[src/rtl/regfile_pkg.sv]
// Shared definitions for the register-file sequencer: opcodes, FSM states,
// default geometry and the layout of the flag-enable strobe field.
package regfile_pkg;

    // Default geometry; the top module exposes these as overridable parameters.
    localparam int DEF_DATA_W     = 16;
    localparam int DEF_REG_ADDR_W = 4;
    localparam int DEF_SP_REG     = 2;
    localparam int DEF_FLAG_W     = 3;

    // rf_flag_en is {enable, mask}: the enable bit sits above the per-flag mask.
    localparam int DEF_FLAG_EN_W  = DEF_FLAG_W + 1;

    typedef enum logic [2:0] {
        OP_NOP      = 3'b000,
        OP_READ1    = 3'b001,
        OP_READ2    = 3'b010,
        OP_WRITE    = 3'b011,
        OP_PUSH     = 3'b100,
        OP_POP      = 3'b101,
        OP_SETFLAGS = 3'b110,
        OP_RSVD     = 3'b111
    } op_e;

    typedef enum logic [3:0] {
        IDLE    = 4'd0,
        ISSUE_A = 4'd1,
        ISSUE_B = 4'd2,
        CAP_A   = 4'd3,
        CAP_B   = 4'd4,
        WR      = 4'd5,
        STK     = 4'd6,
        POP     = 4'd7,
        FLG     = 4'd8,
        RESP    = 4'd9
    } state_e;

    // Opcodes that produce an error response without touching the register file.
    function automatic logic is_err_op(input logic [2:0] op);
        return (op == OP_NOP) || (op == OP_RSVD);
    endfunction

endpackage

[src/rtl/regfile_sequencer_if.sv]
// Request/response channel between the control unit and the sequencer.
interface regfile_sequencer_if #(
    parameter int DATA_W     = 16,
    parameter int REG_ADDR_W = 4,
    parameter int FLAG_W     = 3
);
    logic                  req_valid;
    logic                  req_ready;
    logic [2:0]            req_op;
    logic [REG_ADDR_W-1:0] req_ra;
    logic [REG_ADDR_W-1:0] req_rb;
    logic [DATA_W-1:0]     req_wdata;
    logic [FLAG_W-1:0]     req_flag_mask;
    logic [FLAG_W-1:0]     req_flags;
    logic                  resp_valid;
    logic                  resp_ready;
    logic [DATA_W-1:0]     resp_a;
    logic [DATA_W-1:0]     resp_b;
    logic                  resp_err;

    // Control-unit side.
    modport master (
        output req_valid, req_op, req_ra, req_rb, req_wdata, req_flag_mask, req_flags,
        output resp_ready,
        input  req_ready, resp_valid, resp_a, resp_b, resp_err
    );

    // Sequencer side.
    modport slave (
        input  req_valid, req_op, req_ra, req_rb, req_wdata, req_flag_mask, req_flags,
        input  resp_ready,
        output req_ready, resp_valid, resp_a, resp_b, resp_err
    );
endinterface

[src/rtl/regfile_sequencer.sv]
// Register-file sequencer: accepts one operation at a time, emits the
// cycle-exact strobe pattern for it, captures registered read data and
// returns the result on a valid/ready response channel.
module regfile_sequencer
    import regfile_pkg::*;
#(
    parameter int DATA_W     = DEF_DATA_W,
    parameter int REG_ADDR_W = DEF_REG_ADDR_W,
    parameter int SP_REG     = DEF_SP_REG,
    parameter int FLAG_W     = DEF_FLAG_W
) (
    input  logic                  clk,
    input  logic                  reset,
    regfile_sequencer_if.slave    bus,
    output logic                  rf_rd,
    output logic                  rf_wn,
    output logic                  rf_stack_en,
    output logic                  rf_push_en,
    output logic                  rf_pop_en,
    output logic [FLAG_W:0]       rf_flag_en,
    output logic [FLAG_W-1:0]     rf_flags_in,
    output logic [REG_ADDR_W-1:0] rf_reg_id,
    output logic [DATA_W-1:0]     rf_write_data,
    input  logic [DATA_W-1:0]     rf_read_data
);

    localparam logic [REG_ADDR_W-1:0] SP_ID = REG_ADDR_W'(SP_REG);

    state_e                state_q, state_d;
    op_e                   op_q, op_d;
    logic [REG_ADDR_W-1:0] ra_q, ra_d;
    logic [REG_ADDR_W-1:0] rb_q, rb_d;
    logic [DATA_W-1:0]     wdata_q, wdata_d;
    logic [FLAG_W-1:0]     mask_q, mask_d;
    logic [FLAG_W-1:0]     flags_q, flags_d;
    logic [DATA_W-1:0]     resp_a_q, resp_a_d;
    logic [DATA_W-1:0]     resp_b_q, resp_b_d;
    logic                  resp_err_q, resp_err_d;
    logic                  accept;

    // Requests are only taken in IDLE, and never while reset is asserted.
    assign bus.req_ready  = (state_q == IDLE) && !reset;
    assign accept         = bus.req_valid && bus.req_ready;
    assign bus.resp_valid = (state_q == RESP);
    assign bus.resp_a     = resp_a_q;
    assign bus.resp_b     = resp_b_q;
    assign bus.resp_err   = resp_err_q;

    // Next-state, request latching, result capture and strobe generation.
    always_comb begin
        state_d       = state_q;
        op_d          = op_q;
        ra_d          = ra_q;
        rb_d          = rb_q;
        wdata_d       = wdata_q;
        mask_d        = mask_q;
        flags_d       = flags_q;
        resp_a_d      = resp_a_q;
        resp_b_d      = resp_b_q;
        resp_err_d    = resp_err_q;
        rf_rd         = 1'b0;
        rf_wn         = 1'b0;
        rf_stack_en   = 1'b0;
        rf_push_en    = 1'b0;
        rf_pop_en     = 1'b0;
        rf_flag_en    = '0;
        rf_flags_in   = '0;
        rf_reg_id     = '0;
        rf_write_data = '0;

        case (state_q)
            IDLE: begin
                if (accept) begin
                    op_d       = op_e'(bus.req_op);
                    ra_d       = bus.req_ra;
                    rb_d       = bus.req_rb;
                    wdata_d    = bus.req_wdata;
                    mask_d     = bus.req_flag_mask;
                    flags_d    = bus.req_flags;
                    resp_a_d   = '0;
                    resp_b_d   = '0;
                    resp_err_d = is_err_op(bus.req_op);
                    case (op_e'(bus.req_op))
                        OP_READ1, OP_READ2: state_d = ISSUE_A;
                        OP_WRITE:           state_d = WR;
                        OP_PUSH:            state_d = STK;
                        OP_POP:             state_d = POP;
                        OP_SETFLAGS:        state_d = FLG;
                        default:            state_d = RESP;
                    endcase
                end
            end
            ISSUE_A: begin
                // After a push, SP is re-read so the response carries the new value.
                rf_rd     = 1'b1;
                rf_reg_id = (op_q == OP_PUSH) ? SP_ID : ra_q;
                state_d   = (op_q == OP_READ2) ? ISSUE_B : CAP_A;
            end
            ISSUE_B: begin
                // Second read overlaps capture of the first read's data.
                rf_rd     = 1'b1;
                rf_reg_id = rb_q;
                resp_a_d  = rf_read_data;
                state_d   = CAP_B;
            end
            CAP_A: begin
                resp_a_d = rf_read_data;
                state_d  = RESP;
            end
            CAP_B: begin
                resp_b_d = rf_read_data;
                state_d  = RESP;
            end
            WR: begin
                rf_wn         = 1'b1;
                rf_reg_id     = ra_q;
                rf_write_data = wdata_q;
                resp_a_d      = wdata_q;
                state_d       = RESP;
            end
            STK: begin
                rf_stack_en = 1'b1;
                rf_push_en  = 1'b1;
                state_d     = ISSUE_A;
            end
            POP: begin
                // The register file reads SP before decrementing it.
                rf_rd       = 1'b1;
                rf_reg_id   = SP_ID;
                rf_stack_en = 1'b1;
                rf_pop_en   = 1'b1;
                state_d     = CAP_A;
            end
            FLG: begin
                rf_flag_en  = {1'b1, mask_q};
                rf_flags_in = flags_q;
                resp_a_d    = '0;
                state_d     = RESP;
            end
            RESP: begin
                if (bus.resp_ready) begin
                    resp_err_d = 1'b0;
                    state_d    = IDLE;
                end
            end
            default: state_d = IDLE;
        endcase

        // Nothing reaches the register file while reset is held.
        if (reset) begin
            rf_rd         = 1'b0;
            rf_wn         = 1'b0;
            rf_stack_en   = 1'b0;
            rf_push_en    = 1'b0;
            rf_pop_en     = 1'b0;
            rf_flag_en    = '0;
            rf_flags_in   = '0;
            rf_reg_id     = '0;
            rf_write_data = '0;
        end
    end

    // FSM state and response registers; reset discards any operation in flight.
    always_ff @(posedge clk) begin
        if (reset) begin
            state_q    <= IDLE;
            resp_a_q   <= '0;
            resp_b_q   <= '0;
            resp_err_q <= 1'b0;
        end else begin
            state_q    <= state_d;
            resp_a_q   <= resp_a_d;
            resp_b_q   <= resp_b_d;
            resp_err_q <= resp_err_d;
        end
    end

    // Latched request fields; only meaningful once an operation is accepted.
    always_ff @(posedge clk) begin
        op_q    <= op_d;
        ra_q    <= ra_d;
        rb_q    <= rb_d;
        wdata_q <= wdata_d;
        mask_q  <= mask_d;
        flags_q <= flags_d;
    end

endmodule

[src/flat_wrapper.sv]
// flat-port wrapper written by rule: the top's interface ports become plain ports
module regfile_sequencer_flat import regfile_pkg::*;
#(
    parameter int DATA_W     = DEF_DATA_W,
    parameter int REG_ADDR_W = DEF_REG_ADDR_W,
    parameter int SP_REG     = DEF_SP_REG,
    parameter int FLAG_W     = DEF_FLAG_W
)
  (clk, reset, rf_rd, rf_wn, rf_stack_en, rf_push_en, rf_pop_en, rf_flag_en, rf_flags_in, rf_reg_id, rf_write_data, rf_read_data, bus_req_valid, bus_req_op, bus_req_ra, bus_req_rb, bus_req_wdata, bus_req_flag_mask, bus_req_flags, bus_resp_ready, bus_req_ready, bus_resp_valid, bus_resp_a, bus_resp_b, bus_resp_err);
  regfile_sequencer_if #(.DATA_W(DATA_W), .REG_ADDR_W(REG_ADDR_W), .FLAG_W(FLAG_W)) bus_i ();
  input  logic clk;
  input  logic reset;
  output logic rf_rd;
  output logic rf_wn;
  output logic rf_stack_en;
  output logic rf_push_en;
  output logic rf_pop_en;
  output logic [FLAG_W:0] rf_flag_en;
  output logic [FLAG_W-1:0] rf_flags_in;
  output logic [REG_ADDR_W-1:0] rf_reg_id;
  output logic [DATA_W-1:0] rf_write_data;
  input  logic [DATA_W-1:0] rf_read_data;
  input wire logic [$bits(bus_i.req_valid)-1:0] bus_req_valid;
  input wire logic [$bits(bus_i.req_op)-1:0] bus_req_op;
  input wire logic [$bits(bus_i.req_ra)-1:0] bus_req_ra;
  input wire logic [$bits(bus_i.req_rb)-1:0] bus_req_rb;
  input wire logic [$bits(bus_i.req_wdata)-1:0] bus_req_wdata;
  input wire logic [$bits(bus_i.req_flag_mask)-1:0] bus_req_flag_mask;
  input wire logic [$bits(bus_i.req_flags)-1:0] bus_req_flags;
  input wire logic [$bits(bus_i.resp_ready)-1:0] bus_resp_ready;
  output wire logic [$bits(bus_i.req_ready)-1:0] bus_req_ready;
  output wire logic [$bits(bus_i.resp_valid)-1:0] bus_resp_valid;
  output wire logic [$bits(bus_i.resp_a)-1:0] bus_resp_a;
  output wire logic [$bits(bus_i.resp_b)-1:0] bus_resp_b;
  output wire logic [$bits(bus_i.resp_err)-1:0] bus_resp_err;
  assign bus_i.req_valid = bus_req_valid;
  assign bus_i.req_op = bus_req_op;
  assign bus_i.req_ra = bus_req_ra;
  assign bus_i.req_rb = bus_req_rb;
  assign bus_i.req_wdata = bus_req_wdata;
  assign bus_i.req_flag_mask = bus_req_flag_mask;
  assign bus_i.req_flags = bus_req_flags;
  assign bus_i.resp_ready = bus_resp_ready;
  assign bus_req_ready = bus_i.req_ready;
  assign bus_resp_valid = bus_i.resp_valid;
  assign bus_resp_a = bus_i.resp_a;
  assign bus_resp_b = bus_i.resp_b;
  assign bus_resp_err = bus_i.resp_err;
  regfile_sequencer #(.DATA_W(DATA_W), .REG_ADDR_W(REG_ADDR_W), .SP_REG(SP_REG), .FLAG_W(FLAG_W)) u_core (.clk(clk), .reset(reset), .bus(bus_i), .rf_rd(rf_rd), .rf_wn(rf_wn), .rf_stack_en(rf_stack_en), .rf_push_en(rf_push_en), .rf_pop_en(rf_pop_en), .rf_flag_en(rf_flag_en), .rf_flags_in(rf_flags_in), .rf_reg_id(rf_reg_id), .rf_write_data(rf_write_data), .rf_read_data(rf_read_data));
endmodule
[config.mk]
export PLATFORM = sky130hd
export DESIGN_NAME = regfile_sequencer_flat
export DESIGN_NICKNAME = d
export VERILOG_FILES = /design/src/rtl/regfile_pkg.sv /design/src/rtl/regfile_sequencer_if.sv /design/src/rtl/regfile_sequencer.sv /design/src/flat_wrapper.sv
export SDC_FILE = /design/constraint.sdc
export NUM_CORES = 1
export LEC_CHECK = 0
export ABC_CLOCK_PERIOD_IN_PS = 1800
export BUFFER_PORTS_ARGS = -buffer_cell sky130_fd_sc_hd__buf_2
export CAP_MARGIN = 0
export CELL_PAD_IN_SITES_DETAIL_PLACEMENT = 1
export CELL_PAD_IN_SITES_GLOBAL_PLACEMENT = 1
export CORE_ASPECT_RATIO = 0.8
export CORE_MARGIN = 5
export CORE_UTILIZATION = 30
export DETAILED_ROUTE_END_ITERATION = 16
export GPL_TIMING_DRIVEN = 0
export HOLD_SLACK_MARGIN = 0.1
export MAX_ROUTING_LAYER = met4
export PLACE_DENSITY = 0.74
export SYNTH_ARGS = -nofsm -noshare
export SYNTH_HDL_FRONTEND = slang
export SYNTH_SLANG_ARGS = --single-unit
[constraint.sdc]
create_clock -name clk -period 1.8 [get_ports clk]
set_input_delay 0.27 -clock clk [delete_from_list [all_inputs] [get_ports clk]]
set_output_delay 0.27 -clock clk [all_outputs]
set_load 0.01 [all_outputs]
==> impl_metrics.toml <==
[timing]
drv_slew = 0
setup_ws_ns = -0.154
max_freq_mhz = 512
setup_viol = 64
skew_ns = 0.00842
finalCriticalPeriod_ns = 1.95
setup_tns_ns = -6.67
period_share = 1.09
hold-worst-slack_ns = 0.114
tightest_slew_ns = 0.530
max_slew_margin = 0.644
rsz0062_at_grt = "yes"
hold_viol_final = 0

[finish]
final_common_cell = "buf_2"
design_area_mm2 = 0.00470
area_growth_pct = 55.7
final_cell_mix = "buf_2, nand2_1, dfxtp_1, edfxtp_1, buf_6"
drive_above_1_share = 0.490
fin_nets = 493
nFillCells = 1092
finalNonFillerCells = 581
n_antenna_cell = 0

[global_route]
grt_pass1_wl_um = 16000
grt_pass1_vias = 2908
grt_max_degree = 19
grt_usage = 0.177
gr-total-overflow = 0
antenna_found_initial = 0

[power]
swShare = 0.335
finalPower_mw = 6.41
p_per_area_mw_per_mm2 = 1370
p_int_mw = 4.26
clkPwrFrac = 0.269
switchingPower_mw = 2.15
worst_ir_drop_vdd_mv = 0.644
seq_power_share = 0.337
p_leak_nw = 2.02
combPwrFrac = 0.393

[placement]
gp_congestion = 0.796
hpwl_um = 7520
placed_cells = 539
port_buffers = 118
place_area_mm2 = 0.00378

[floorplan]
core-area_mm2 = 0.00973
die_w_um = 122
die_h_um = 99.7
initial_core_util = 0.310
io_pins = 120
num_rows = 32
dieArea_mm2 = 0.0122

[synth]
synth_area_mm2 = 0.00302
ys_warn_count = 0
synth_simple_gate_area_frac = 0.216
synthCells = 285
ys_ff_latch = 70
synth-seq-area-share = 0.574
syn_area_per_cell_um2 = 10.6
synth_top_family_by_area = "simple AND/OR/NAND/NOR gates"
muxShareOfSynthArea = 0
synth_compound_area_frac = 0.163
synthesis.nets = 338
synth_fa_ha_area_frac = 0
yosys.area_share.xor_xnor = 0.00581
synthDistinctLibCells = 39

[run]
drv_cap = 0

[clock_network]
numCtsBuffers = 9
cts_tree = "done"
clock_sinks = 70
clk-insertion-delay-late_ns = 0.33
clk_pin_slew_worst_paths_ns = 0.05
clockBufferDepth = 2
h-tree-depth = 3
cts_root_buf = "clkbuf_16"

[critical_path]
worstPathRequired_ns = 1.53
arrival_ns = 1.68
crit_path_start_kind = "flop"
r2r-end = "u_core.flags_q[2]"
ff2ff_path_depth = 5
reg2reg_from = "u_core.state_q[0]"
crit_path_start = "u_core.state_q[1]"
endpoint = "rf_write_data[1]"
critical_path_class = "reg2out"
rrSetupSlack_ns = -0.12
crit_path_end_kind = "primary output"
path_max_fanout = 7

[detailed_routing]
wire_per_inst_um = 18.9
via_count = 2772
drtPass1Iterations = 5
routed_wl_um = 11000
remaining_drc_errors = 0
drtAntennaViolNets = 0
viasPerCell = 4.77
drt_iter0_markers = 116

[run_status]
failed_checks = "negative setup slack"
outcome = "finished with violations"

[min_path]
worstHoldPathType = "in2reg"
==> final cells by class <==
| type | count | area [um^2] | share of cell area |
|---|---|---|---|
| sequential | 70 | 1740 | 0.371 |
| multi-input combinational | 194 | 1310 | 0.278 |
| timing repair buffer | 144 | 1000 | 0.214 |
| clock buffer | 9 | 225 | 0.0480 |
| buffer | 20 | 178 | 0.0378 |
| tap | 136 | 170 | 0.0362 |
| clock inverter | 7 | 63.8 | 0.0136 |
| inverter | 1 | 3.75 | 0.000799 |
==> worst max-delay path: stages (launching register included) <==
cell and delay [ns]:
dfxtp_4 0.36, buf_8 0.13, nand2b_4 0.15, nor3_4 0.29, buf_6 0.18, and2_4 0.15, buf_6 0.10
==> worst min-delay path by stage <==
stage | start | endpoint | slack [ns] | cells after the start
finish | bus_req_rb[2] | u_core.rb_q[2] | 0.11 | 1
global route | bus_req_rb[2] | u_core.rb_q[2] | 0.10 | 1
CTS | bus_req_rb[3] | u_core.rb_q[3] | 0.10 | 1
detailed placement | bus_req_flags[2] | u_core.flags_q[2] | 0.45 | 1
global placement | bus_req_wdata[5] | u_core.wdata_q[5] | 0.45 | 1
floorplan | bus_req_flags[0] | u_core.flags_q[0] | 0.37 | 0
==> synth_stat cells <==
cell type	number	area, um^2
dfxtp_1	37	741
nand2_1	36	135
edfxtp_1	33	991
nor2_1	27	101
and2_1	26	163
a22oi_1	20	150
o21ai_0	17	85.1
a22o_1	16	140
buf_2	10	50.1
a21oi_1	7	35.0
nor3_1	7	35.0
clkbuf_1	5	18.8
nand2b_1	5	31.3
buf_4	4	30.0
nand3b_1	3	22.5
nor2b_1	3	18.8
a31oi_1	2	12.5
and3_1	2	12.5
buf_6	2	22.5
nor3_4	2	32.5
o21ai_1	2	10.0
xnor2_1	2	17.5
a211oi_2	1	12.5
a21o_1	1	7.51
a31o_2	1	8.76
inv_1	1	3.75
nand4_1	1	6.26
nor2_4	1	11.3
nor2b_4	1	13.8
nor3_2	1	10.0
nor3b_1	1	7.51
nor3b_2	1	12.5
nor4b_1	1	8.76
o221a_2	1	11.3
o311ai_0	1	8.76
o32ai_1	1	8.76
or2b_1	1	7.51
or3_4	1	11.3
or4_4	1	11.3
==> power groups by stage <==
stage | Clock [mW] | Sequential [mW] | Combinational, mW
finish | 1.73 | 2.16 | 2.52
floorplan | 0 | 2.14 | 1.10
global route | 1.85 | 2.19 | 2.69
CTS | 1.78 | 2.13 | 2.17
detailed placement | 0 | 2.14 | 1.70
global placement | 0 | 2.13 | 1.65
==> repair_timing <==
| item | in CTS | in global routing |
|---|---|---|
| endpoints found under the setup margin | 68 | 65 |
| gates cloned | 1 | 4 |
| hold buffers | 1 | 0 |
| hold endpoints to repair | 1 | 0 |
| buffers inserted | 13 | 8 |
| pin swaps | 12 | 10 |
| gates resized for setup | 57 | 32 |
==> state kept, by name (all words and copies together) (netlist names) <==
| register | flops |
|---|---|
| u_core.wdata_q | 16 |
| u_core.bus.resp_a | 16 |
| u_core.op_q | 3 |
| u_core.mask_q | 3 |
| u_core.ra_q | 4 |
| u_core.flags_q | 3 |
| u_core.state_q | 4 |
| u_core.bus.resp_err | 1 |
| u_core.bus.resp_b | 16 |
| u_core.rb_q | 4 |
==> per-layer routing <==
layer / track usage / vias up / routed length (um)
li1: - / 1332 / -
met1: 0.220 / 1350 / 4780
met2: 0.288 / 81 / 5530
met3: 0.0432 / 9 / 553
met4: 0.0525 / 0 / 114
met5: - / - / 0
==> kinds of logic after synthesis <==
kind of cell	Yosys count
XOR/XNOR	2
flip-flops	70
AND/OR/NAND/NOR	121
buffers and inverters	22
AO/OA/AOI/OAI	70
==> stage by stage <==
step / utilization / setup slack [ns]
6_report: 0.483 / -0.154
3_5_place_dp: 0.388 / -0.438
2_1_floorplan: - / -0.0893
3_3_place_gp: 0.388 / -0.384
5_1_grt: 0.483 / -0.229
4_1_cts: 0.454 / -0.159
Power figures use the tool's default switching activity.
